File: src/rtl/sum_bus_accumulator_if.sv
// Bus between the tri-state adder result and the accumulator, plus the
// accumulator's result handshake to the next stage.
interface sum_bus_accumulator_if #(
    parameter int DATA_W = 4,
    parameter int ACC_W  = 8
);
    logic              bus_en;
    logic [DATA_W-1:0] bus_data;
    logic [ACC_W-1:0]  acc_data;
    logic              acc_valid;
    logic              acc_ready;

    modport master (
        output bus_en, bus_data, acc_ready,
        input  acc_data, acc_valid
    );

    modport slave (
        input  bus_en, bus_data, acc_ready,
        output acc_data, acc_valid
    );
endinterface

File: src/rtl/sum_bus_accumulator.sv
// Accumulates BURST_LEN driven samples of the adder result bus and offers the
// sum downstream; floating bus cycles (bus_en=0) are never looked at.
module sum_bus_accumulator #(
    parameter int  DATA_W    = 4,
    parameter int  ACC_W     = 8,
    parameter int  BURST_LEN = 4,
    localparam int CNT_W     = $clog2(BURST_LEN + 1)
) (
    input  logic                 clk,
    input  logic                 rst_n,
    input  logic                 clr,
    sum_bus_accumulator_if.slave bus,
    output logic [CNT_W-1:0]     sample_cnt,
    output logic                 overflow,
    output logic                 drop,
    output logic [0:0]           fsm_state
);
    localparam logic [0:0] ACCUM = 1'b0;
    localparam logic [0:0] HOLD  = 1'b1;

    logic [0:0]       state_q;
    logic [ACC_W-1:0] acc_q;
    logic [ACC_W-1:0] sample_z;
    logic [ACC_W:0]   sum;
    logic             last_sample;
    logic             handshake;

    // Gate the bus before use so a floating Z/X bus never reaches the sum.
    assign sample_z    = bus.bus_en ? ACC_W'(bus.bus_data) : '0;
    assign sum         = {1'b0, acc_q} + {1'b0, sample_z};
    assign last_sample = (sample_cnt == CNT_W'(BURST_LEN - 1));

    // Result handshake: acc_data is offered while acc_valid=1 and is consumed
    // on a rising edge with acc_valid & acc_ready; valid only falls after that
    // transfer (or on clr/reset), and acc_data is stable while valid is high.
    assign handshake = (state_q == HOLD) && bus.acc_ready;

    always_ff @(posedge clk or negedge rst_n) begin
        if (!rst_n) begin
            state_q    <= ACCUM;
            acc_q      <= '0;
            sample_cnt <= '0;
            overflow   <= 1'b0;
            drop       <= 1'b0;
        end else if (clr) begin
            state_q    <= ACCUM;
            acc_q      <= '0;
            sample_cnt <= '0;
            overflow   <= 1'b0;
            drop       <= 1'b0;
        end else begin
            case (state_q)
                ACCUM: begin
                    if (bus.bus_en) begin
                        acc_q      <= sum[ACC_W-1:0];
                        overflow   <= overflow | sum[ACC_W];
                        sample_cnt <= sample_cnt + 1'b1;
                        if (last_sample) state_q <= HOLD;
                    end
                end
                HOLD: begin
                    if (handshake) begin
                        // A sample arriving with the handshake opens the next burst.
                        state_q    <= ACCUM;
                        acc_q      <= sample_z;
                        sample_cnt <= bus.bus_en ? CNT_W'(1) : '0;
                    end else if (bus.bus_en) begin
                        drop <= 1'b1;
                    end
                end
                default: state_q <= ACCUM;
            endcase
        end
    end

    assign bus.acc_data  = acc_q;
    assign bus.acc_valid = (state_q == HOLD);
    assign fsm_state     = state_q;
endmodule

File: src/flat_wrapper.sv
// flat-port wrapper written by rule: the top's interface ports become plain ports
module sum_bus_accumulator_flat 
#(
    parameter int  DATA_W    = 4,
    parameter int  ACC_W     = 8,
    parameter int  BURST_LEN = 4,
    localparam int CNT_W     = $clog2(BURST_LEN + 1)
)
  (clk, rst_n, clr, sample_cnt, overflow, drop, fsm_state, bus_bus_en, bus_bus_data, bus_acc_ready, bus_acc_data, bus_acc_valid);
  sum_bus_accumulator_if #(.DATA_W(DATA_W), .ACC_W(ACC_W)) bus_i ();
  input  logic clk;
  input  logic rst_n;
  input  logic clr;
  output logic [CNT_W-1:0] sample_cnt;
  output logic overflow;
  output logic drop;
  output logic [0:0] fsm_state;
  input wire logic [$bits(bus_i.bus_en)-1:0] bus_bus_en;
  input wire logic [$bits(bus_i.bus_data)-1:0] bus_bus_data;
  input wire logic [$bits(bus_i.acc_ready)-1:0] bus_acc_ready;
  output wire logic [$bits(bus_i.acc_data)-1:0] bus_acc_data;
  output wire logic [$bits(bus_i.acc_valid)-1:0] bus_acc_valid;
  assign bus_i.bus_en = bus_bus_en;
  assign bus_i.bus_data = bus_bus_data;
  assign bus_i.acc_ready = bus_acc_ready;
  assign bus_acc_data = bus_i.acc_data;
  assign bus_acc_valid = bus_i.acc_valid;
  sum_bus_accumulator #(.DATA_W(DATA_W), .ACC_W(ACC_W), .BURST_LEN(BURST_LEN)) u_core (.clk(clk), .rst_n(rst_n), .clr(clr), .bus(bus_i), .sample_cnt(sample_cnt), .overflow(overflow), .drop(drop), .fsm_state(fsm_state));
endmodule
File: config.mk
export PLATFORM = sky130hd
export DESIGN_NAME = sum_bus_accumulator_flat
export DESIGN_NICKNAME = d
export VERILOG_FILES = /design/src/rtl/sum_bus_accumulator_if.sv /design/src/rtl/sum_bus_accumulator.sv /design/src/flat_wrapper.sv
export SDC_FILE = /design/constraint.sdc
export NUM_CORES = 1
export LEC_CHECK = 0
export ABC_AREA = 1
export CORE_UTILIZATION = 25
export CTS_CLUSTER_DIAMETER = 200
export CTS_CLUSTER_SIZE = 16
export DETAILED_ROUTE_END_ITERATION = 10
export PLACE_DENSITY_LB_ADDON = 0.1
export SETUP_SLACK_MARGIN = 0.4
export SYNTH_ARGS = -nofsm -noshare
export SYNTH_HDL_FRONTEND = slang
export SYNTH_SLANG_ARGS = --single-unit
File: constraint.sdc
create_clock -name clk -period 2.1 [get_ports clk]
set_clock_uncertainty 0.2 [all_clocks]
set_input_delay 0.63 -clock clk [delete_from_list [all_inputs] [get_ports clk]]
set_output_delay 0.63 -clock clk [all_outputs]
set_load 0.05 [all_outputs]
==> impl_results.md, run 1 <==
* Placed cell count at 204
* Most frequent cells in the layout: 24 x nand2_1, 20 x buf_4, 15 x buf_12
* Mapped Nets at 134
* Critical Path Source: bus_bus_en
* Skew-Pair Late Insertion Delay at 250 ps
* Full die area at 0.00406 mm^2
* Synth Area in Simple Gates at 30.3%
* IO Count at 24
* Largest family of logic cells by synthesized area: simple AND/OR/NAND/NOR gates
* Clk sinks at 14
* Total power draw at 1.06 mW
* Synth Area per Inst at 8.01 um^2
* Register Area at 354 um^2
* Final Worst Setup Slack at 283 ps
* Buffer depth of the longest clock path at 2
* Drt wl/cell at 11.3 um
* Worst-Margin Slew at 242 ps
* Max Cap Viol at 0
* YS warnings at 0
* Mux cell area share after synthesis at 0%
* Vias in the first global route at 948
* CP endpoint kind: flop
* Status: finished, final reports clean
* Worst Path Required at 2090 ps
* Leakage at 0.786 nW
* CP endpoint: u_core.bus.acc_data[6]
* Largest net degree at the start of global routing at 15
* Final GP Congestion at 0.760
* H-tree Lvls at 1
* Area taken by multi-input logic gates at 596 um^2
* Initial DRT Pass Iterations at 4
* Syn Inst Count at 119
* Total wire length at 2410 um
* R2r worst-path depth at 8
* Reg2Reg Setup Slack at 400 ps
* Num rows at 22
* Via count at 916
* Post-route cell area at 0.00170 mm^2
* Starting DRT DRC Count at 31
* CTS tree: built
* N_diodes at 0
* Synth Register Bits at 14
* Share of the synthesized area in the top cell type at 36.7%
* Fin. Hold Viols at 0
* Non-Filler Instances at 214
* Mapped cell area at 953 um^2
* Height of the die at 63.8 um
* CTS buffer count at 3
* Critical Path Start Type: primary input
* CP Max Fanout at 5
* Max Slew Vio Count at 0
* Starting Density at 26.0%
* Post-route DRC at 0
* Gr usage total at 13.5%
* RR Startpoint: u_core.bus.acc_data[0]
* Clock Pin Slew Worst Setup and Hold Paths at 60 ps
* Vias per std cell at 4.28
* Layout area overhead at 78.0%
* Gr ovfl total at 0
* Synth Area in Compound Gates at 11.2%
* Final count of negative-setup-slack endpoints at 0
* Core area at 0.00366 mm^2
* Min Hold Slack at 353 ps
* Netlist cell types at 30
* Adder-Cell Fraction of Synth Area at 8.66%
* Initial antenna violation count at 0
* Area leader, netlist: dfrtp_1
* Reg-to-Reg End: u_core.bus.acc_data[6]
* Crit path DAT at 1800 ps
* Antenna-violating nets left at 0
* Final Cycle Share at 86.5%
* Crit path kind: in -> reg
* # hold bufs at CTS at 0
* Most common cell after layout, fill and taps aside: nand2_1
* RSZ-0062 raised after global routing: true
* Root Buffer: clkbuf_8
* Register area share after synthesis at 36.7%
* Layout cell share with drive strength beyond 1 at 48.2%
* Post-Synth XOR/XNOR Area at 1.84%
* Worst hold path class: reg -> reg
* Final min period at 1820 ps
* Fill cell count at 345
* Total Nets Final at 182
* Post-DP HPWL at 1880 um
* Max transition margin at 83.9%
* Worst VDD drop at 0.367 mV
* Synth area leaders: dfrtp_1 37%, nand2_1 12%, inv_1 7.1%, ha_1 6.6%, nor2_1 3.1%
* Placed instance area at 0.00152 mm^2
* First-pass GRT wire length at 4200 um
* Pwr Density at 624 mW/mm^2
* Port bufs at 23
* Placement Setup Slack at -596 ps
* Die X at 63.8 um
* F_max at 0.550 GHz
[worst min-delay path by stage]
stage                            from                      to  slack [ps]  depth (start not counted)
after global routing      u_core.drop             u_core.drop         390                          2
final                     u_core.drop             u_core.drop         350                          2
after CTS                 u_core.drop             u_core.drop         360                          2
after detailed placement  u_core.drop             u_core.drop         350                          2
after floorplan                 rst_n  u_core.bus.acc_data[0]         130                          0
after global placement    u_core.drop             u_core.drop         340                          2
[power breakdown]
part / total [mW] / switching (mW) / leakage, nW / internal, mW
Clock: 0.239 / 0.105 / 0.0228 / 0.134
Combinational: 0.480 / 0.248 / 0.577 / 0.232
Sequential: 0.340 / 0.0425 / 0.186 / 0.298
[per-layer routing]
metal	wire length [um]	GRT usage, %	share of wire, %
met3	95	3.04	3.9
met5	0	0	0
met2	1080	20.5	45
met1	1200	18.2	50
met4	34	5.97	1.4
[cell usage after synthesis, drive strengths merged]
cell type	count
a211oi	1
a21oi	5
a22oi	1
a31oi	1
buf	2
dfrtp	14
fa	1
ha	5
inv	21
nand2	37
nand3	6
nand4	3
nor2	9
nor3	1
o21ai	7
o22ai	1
o31ai	2
xnor2	1
xor2	1
[state kept, by name, summed over array words and instances, names as in the netlist]
| register | count |
|---|---|
| u_core.overflow | 1 |
| u_core.bus.acc_valid | 1 |
| u_core.drop | 1 |
| u_core.bus.acc_data | 8 |
| u_core.sample_cnt | 3 |
[per-stage QoR]
step / TNS, ps / utilization, %
global route: 0 / 46.3
global placement: -4170 / 41.6
finish: 0 / 46.3
CTS: 0 / 46.0
detailed placement: -4320 / 41.6
floorplan: 0 / -
[repair_timing]
item / CTS / global route
setup buffers: 6 / 0
pin swaps: 16 / 3
setup endpoints to repair: 19 / 18
gates resized for setup: 40 / 4
gates cloned: 0 / 0
[layout make-up]
type	instances	share of cell area, %
Inverter	21	5.38
Multi-Input combinational cell	82	35.1
Clock buffer	4	2.65
Tap cell	48	3.54
Timing Repair Buffer	45	32.4
Sequential cell	14	20.9
[cell families (layout without fill, tap and decap cells)]
| kind of cell | count (synthesis) | in the layout |
|---|---|---|
| compound gates | 18 | 18 |
| simple gates | 56 | 56 |
| fa+ha+maj | 6 | 6 |
| xor+xnor | 2 | 2 |
| buf+inv | 23 | 70 |
| flops | 14 | 14 |
[worst max-delay path: stages]
cell     delay (ps)
buf_8            90
nand2_4          50
inv_4            50
ha_4            120
inv_2            30
fa_2            370
o21ai_4         190
nand3_2          80
nand2_1          70
nand2_1          40
nor2_1           80
No activity file was read; power rests on OpenSTA's default activity.
==> run 2: changes to the inputs <==
- CORE_ASPECT_RATIO: unset -> 0.9
==> impl_results.md, run 2 (synthesis gave the netlist of run 1 again) <==
* Critical Path Start Type: primary input
* Final GP Congestion at 0.808 (+6.2%)
* Starting DRT DRC Count at 32 (+3.2%)
* Fin. Hold Viols at 0 (unchanged)
* Initial antenna violation count at 0 (unchanged)
* Crit path kind: in -> reg
* Largest net degree at the start of global routing at 15 (unchanged)
* Pwr Density at 608 mW/mm^2 (-2.7%)
* Num rows at 20 (-9.1%)
* Total power draw at 1.09 mW (+2.9%)
* Most used cell, CP: nand2_1
* Gr ovfl total at 0 (unchanged)
* Via count at 963 (+5.1%)
* Max transition margin at 85.9% (+2.1 points)
* Max stage delay on crit path at 360 ps (about the same)
* Port bufs at 23 (unchanged)
* Most common cell after layout, fill and taps aside: buf_4
* Min Hold Slack at 291 ps (-62.2 ps)
* Most frequent cells in the layout: 33 x buf_4, 22 x nand2_1, 15 x buf_12
* CP Max Fanout at 5 (unchanged)
* N_diodes at 0 (unchanged)
* Final Cycle Share at 90.7% (+4.2 points)
* Root Buffer: clkbuf_8
* Initial DRT Pass Iterations at 4 (unchanged)
* Status: finished, final reports clean
* Antenna-violating nets left at 0 (unchanged)
* Worst hold path class: reg -> reg
* Final min period at 1910 ps (+88.4 ps)
* Clk sinks at 14 (unchanged)
* CP cell instances: buf_12, nand2_4, inv_4, ha_4, inv_2, fa_2, o21ai_4, buf_4, nand2_1, nand2_1, a21oi_1
* Layout Utilization at 51.2% (+4.9 points)
* Post-DP HPWL at 1900 um (+0.94%)
* Max Cap Viol at 0 (unchanged)
* RSZ-0062 raised after global routing: true
* Critical-path top delay cell: fa_2
* RR Startpoint: u_core.bus.acc_data[1]
* Drt wl/cell at 12.1 um (+7.5%)
* Leakage at 0.851 nW (+8.3%)
* Buffer depth of the longest clock path at 2 (unchanged)
* H-tree Lvls at 1 (unchanged)
* Vias per std cell at 4.32 (+0.89%)
* Max Slew Vio Count at 0 (unchanged)
* Total Nets Final at 195 (+7.1%)
* Worst Path Required at 2030 ps (-60 ps)
* CTS buffer count at 3 (unchanged)
* Setup TNS at 0 ps (unchanged)
* Gr usage total at 14.6% (+1.1 points)
* First-pass GRT wire length at 4370 um (+4.1%)
* Worst VDD drop at 0.492 mV (+34%)
* Starting Density at 27.2% (+1.2 points)
* F_max at 0.525 GHz (-4.6%)
* Max FFs per register at 8 (unchanged)
* Layout cell share with drive strength beyond 1 at 54.2% (+6.0 points)
* Worst hold path startpoint: u_core.drop
* Worst-Margin Slew at 209 ps (-32.6 ps)
* Height of the die at 60.6 um (-5.0%)
* Crit path DAT at 1840 ps (+40 ps)
* Skew-Pair Late Insertion Delay at 250 ps (about the same)
* Die X at 67.1 um (+5.2%)
* Clock Pin Slew Worst Setup and Hold Paths at 60 ps (about the same)
* Layout area overhead at 88.2%
* CTS tree: built
* IO Count at 24 (unchanged)
* Total wire length at 2700 um (+12%)
* Full die area at 0.00406 mm^2 (about the same)
* Core area at 0.00350 mm^2 (-4.3%)
* CP endpoint kind: flop
* Vias in the first global route at 955 (+0.74%)
* Post-route DRC at 0 (unchanged)
* Critical Path Source: bus_bus_en
* Final count of negative-setup-slack endpoints at 0 (unchanged)
-- run 2: cell count changes in the layout (fill, tap and decap cells not counted), moves of 2 or more --
cell,change
inv_2,-2
dfrtp_1,-3
buf_4,+13
buf_6,+2
nand2_2,+2
dfrtp_2,+3
nand2_1,-2
-- run 2: cell type report --
| type | instances | area (um^2) |
|---|---|---|
| clock buffer | 4 | 45.0 |
| fill | 346 | 1710 |
| inverter | 21 | 93.8 |
| multi-input combinational | 82 | 597 |
| sequential | 14 | 358 |
| tap | 44 | 55.1 |
| timing repair buffer | 58 | 646 |
-- run 2: path summary, 6_finish.rpt --
check,to,slack [ps],depth (start not counted)
min in group asynchronous,u_core.bus.acc_data[0],490,2
setup / recovery,u_core.bus.acc_data[4],190,11
max in group asynchronous,u_core.bus.acc_valid,1010,2
hold reg to reg,u_core.drop,290,2
setup reg to reg,u_core.bus.acc_data[4],330,7
hold / removal,u_core.drop,290,2
-- run 2: power by group --
part	switching [mW]	internal (mW)
sequential	0.0408	0.299
clock	0.101	0.134
combinational	0.258	0.256
-- run 2: metrics by stage --
step	setup WS, ps	instance area, um^2	std cells
detailed placement	-630	1520	202
global placement	-557	1520	202
floorplan	25.7	991	119
CTS	240	1700	216
global route	121	1790	223
finish	194	1790	223
-- run 2: worst max-delay path: cells and delay by family --
kind	cells	cell delay [ps]
compound gates	2	270
fa+ha+maj	2	480
buf+inv	4	310
simple gates	3	140
-- run 2: layer usage --
layer,GRT usage [%],up-vias,part of all wire [%]
met5,0,-,0
met4,2.74,0,0.56
met3,4.51,2,6.0
met2,23.4,20,48
met1,19.6,444,45
li1,-,497,-
-- run 2: timing repair --
item                       in CTS  in global routing
pin swaps                      17                 12
resized for setup              37                 13
setup buffers                  10                  7
hold buffers                    0                  0
hold endpoints to repair        0                  0
setup endpoints to repair      19                 17
==> run 3: changes to the inputs <==
- DONT_BUFFER_PORTS: unset -> 1
- clock period: 2.1 -> 2.4 ns (I/O delays scaled with it)
==> impl_results.md, run 3 (synthesis gave the netlist of run 1 again) <==
* Skew-Pair Late Insertion Delay at 250 ps (about the same)
* Crit path kind: in -> reg
* Buffer depth of the longest clock path at 2 (unchanged)
* First-pass GRT wire length at 3950 um (-9.5%)
* Clock Pin Slew Worst Setup and Hold Paths at 60 ps (about the same)
* Layout area overhead at 19.6%
* Min Hold Slack at 333 ps (+42.0 ps)
* Port bufs at 0 (-100%)
* Worst Hold Path Cells at 1 (-1)
* Max stage delay on crit path at 370 ps (about the same)
* Final Cycle Share at 80.1%
* Worst-Margin Slew at 670 ps (+460 ps)
* Vias per std cell at 4.42 (+2.5%)
* Critical Path Start Type: primary input
* IO Count at 24 (unchanged)
* Gr ovfl total at 0 (unchanged)
* Fin. Hold Viols at 0 (unchanged)
* Most used cell, CP: inv_2
* Antenna-violating nets left at 0 (unchanged)
* Via count at 761 (-21%)
* Pwr Density at 683 mW/mm^2 (+12%)
* Total wire length at 2230 um (-18%)
* Initial antenna violation count at 0 (unchanged)
* Initial DRT Pass Iterations at 4 (unchanged)
* Drt wl/cell at 12.9 um (+6.8%)
* Clk sinks at 14 (unchanged)
* CP Max Fanout at 2 (-3)
* RR Startpoint: u_core.bus.acc_data[2]
* Full die area at 0.00406 mm^2 (unchanged)
* Crit path DAT at 1860 ps (+20 ps)
* Max transition margin at 55.2% (-31 points)
* Worst VDD drop at 0.240 mV (-51%)
* CP cell instances: nand2_4, inv_2, ha_4, inv_2, fa_2, buf_4, xnor2_1, nand2_1, nand4_1, o21ai_0
* H-tree Lvls at 1 (unchanged)
* Vias in the first global route at 811 (-15%)
* Starting DRT DRC Count at 33 (+3.1%)
* CP endpoint kind: flop
* Placed instance area at 0.00105 mm^2 (-31%)
* Gr usage total at 13.5% (-1.2 points)
* F_max at 0.521 GHz
* N_diodes at 0 (unchanged)
* CTS tree: built
* Worst hold path class: in -> reg
* Post-route DRC at 0 (unchanged)
* Final GP Congestion at 0.739 (-8.6%)
* Reg-to-Reg End: u_core.bus.acc_data[6]
* Post-route cell area at 0.00114 mm^2 (-36%)
* Status: finished, final reports clean
* Root Buffer: clkbuf_8
* Total Nets Final at 144 (-26%)
* Critical-path top delay cell: fa_2
* Post-DP HPWL at 1740 um (-8.7%)
* Starting Density at 27.2% (unchanged)
* R2r worst-path depth at 8 (+1)
* Most common cell after layout, fill and taps aside: nand2_1
* Max Cap Viol at 0 (unchanged)
* Max Slew Vio Count at 0 (unchanged)
* Core area at 0.00350 mm^2 (unchanged)
* Worst Path Required at 2340 ps (+310 ps)
* RSZ-0062 raised after global routing: true
* Largest net degree at the start of global routing at 15 (unchanged)
* Reg2Reg Setup Slack at 570 ps (+240 ps)
* Die X at 67.1 um (unchanged)
* Final count of negative-setup-slack endpoints at 0 (unchanged)
* Num rows at 20 (unchanged)
* Worst hold path startpoint: clr
* Height of the die at 60.6 um (unchanged)
* Leakage at 0.551 nW (-35%)
* Final min period at 1920 ps
* Setup TNS at 0 ps (unchanged)
* Most frequent cells in the layout: 27 x nand2_1, 16 x inv_1, 13 x dfrtp_1
* CTS buffer count at 3 (unchanged)
* WHS Endpoint: u_core.overflow
* Max FFs per register at 8 (unchanged)
* Layout cell share with drive strength beyond 1 at 24.2% (-30 points)
==> run 3: power by group <==
part	leakage (nW)	total [mW]	switching, mW	internal [mW]
clock network	0.0288	0.240	0.0948	0.146
registers	0.189	0.324	0.0655	0.259
logic	0.334	0.214	0.141	0.0725
==> run 3: area by class of cell <==
class | instances | area (um^2)
tap | 44 | 55.1
timing repair buffer | 7 | 58.8
sequential | 14 | 352
multi-input combinational | 82 | 531
inverter | 21 | 88.8
clock buffer | 4 | 55.1
fill | 393 | 2360
==> run 3: per-stage QoR <==
step	cells	power, mW	utilization [%]	worst slack, ps
4_1_cts	171	0.791	32.1	419
3_5_place_dp	166	0.534	30.1	172
6_report	172	0.778	32.5	479
5_1_grt	172	0.831	32.5	389
3_3_place_gp	166	0.533	30.1	198
2_1_floorplan	119	0.493	-	236
==> run 3: layer usage <==
metal | up-vias | part of all wire, % | GRT usage (%)
met5 | - | 0 | 0
met4 | 0 | 2.1 | 7.29
met3 | 5 | 5.8 | 3.38
met2 | 13 | 43 | 20.0
met1 | 345 | 50 | 18.0
li1 | 398 | - | -
==> run 3: worst max path at each step <==
stage	start	to	slack (ps)
5_1_grt	bus_bus_data[0]	u_core.bus.acc_data[6]	390
6_report	bus_bus_data[0]	u_core.bus.acc_data[2]	480
3_5_place_dp	bus_bus_data[0]	u_core.bus.acc_data[6]	170
4_1_cts	u_core.bus.acc_valid	fsm_state	420
2_1_floorplan	bus_bus_en	u_core.bus.acc_data[6]	240
3_3_place_gp	bus_bus_data[0]	u_core.bus.acc_data[6]	200
==> run 3: what timing repair did <==
action	4_1_cts	5_1_grt
hold buffers	1	0
hold endpoints to repair	14	0
buffers inserted	0	1
pin swaps	0	2
setup endpoints to repair	2	4
resized for setup	1	2
==> run 3: worst max-delay path: cells and delay by family <==
family / cells / cell delay [ps]
and+or+nand+nor: 3 / 160
adders and majority gates: 2 / 500
buffers and inverters: 3 / 240
xor gates and xnor gates: 1 / 150
AOI/OAI and AO/OA: 1 / 80
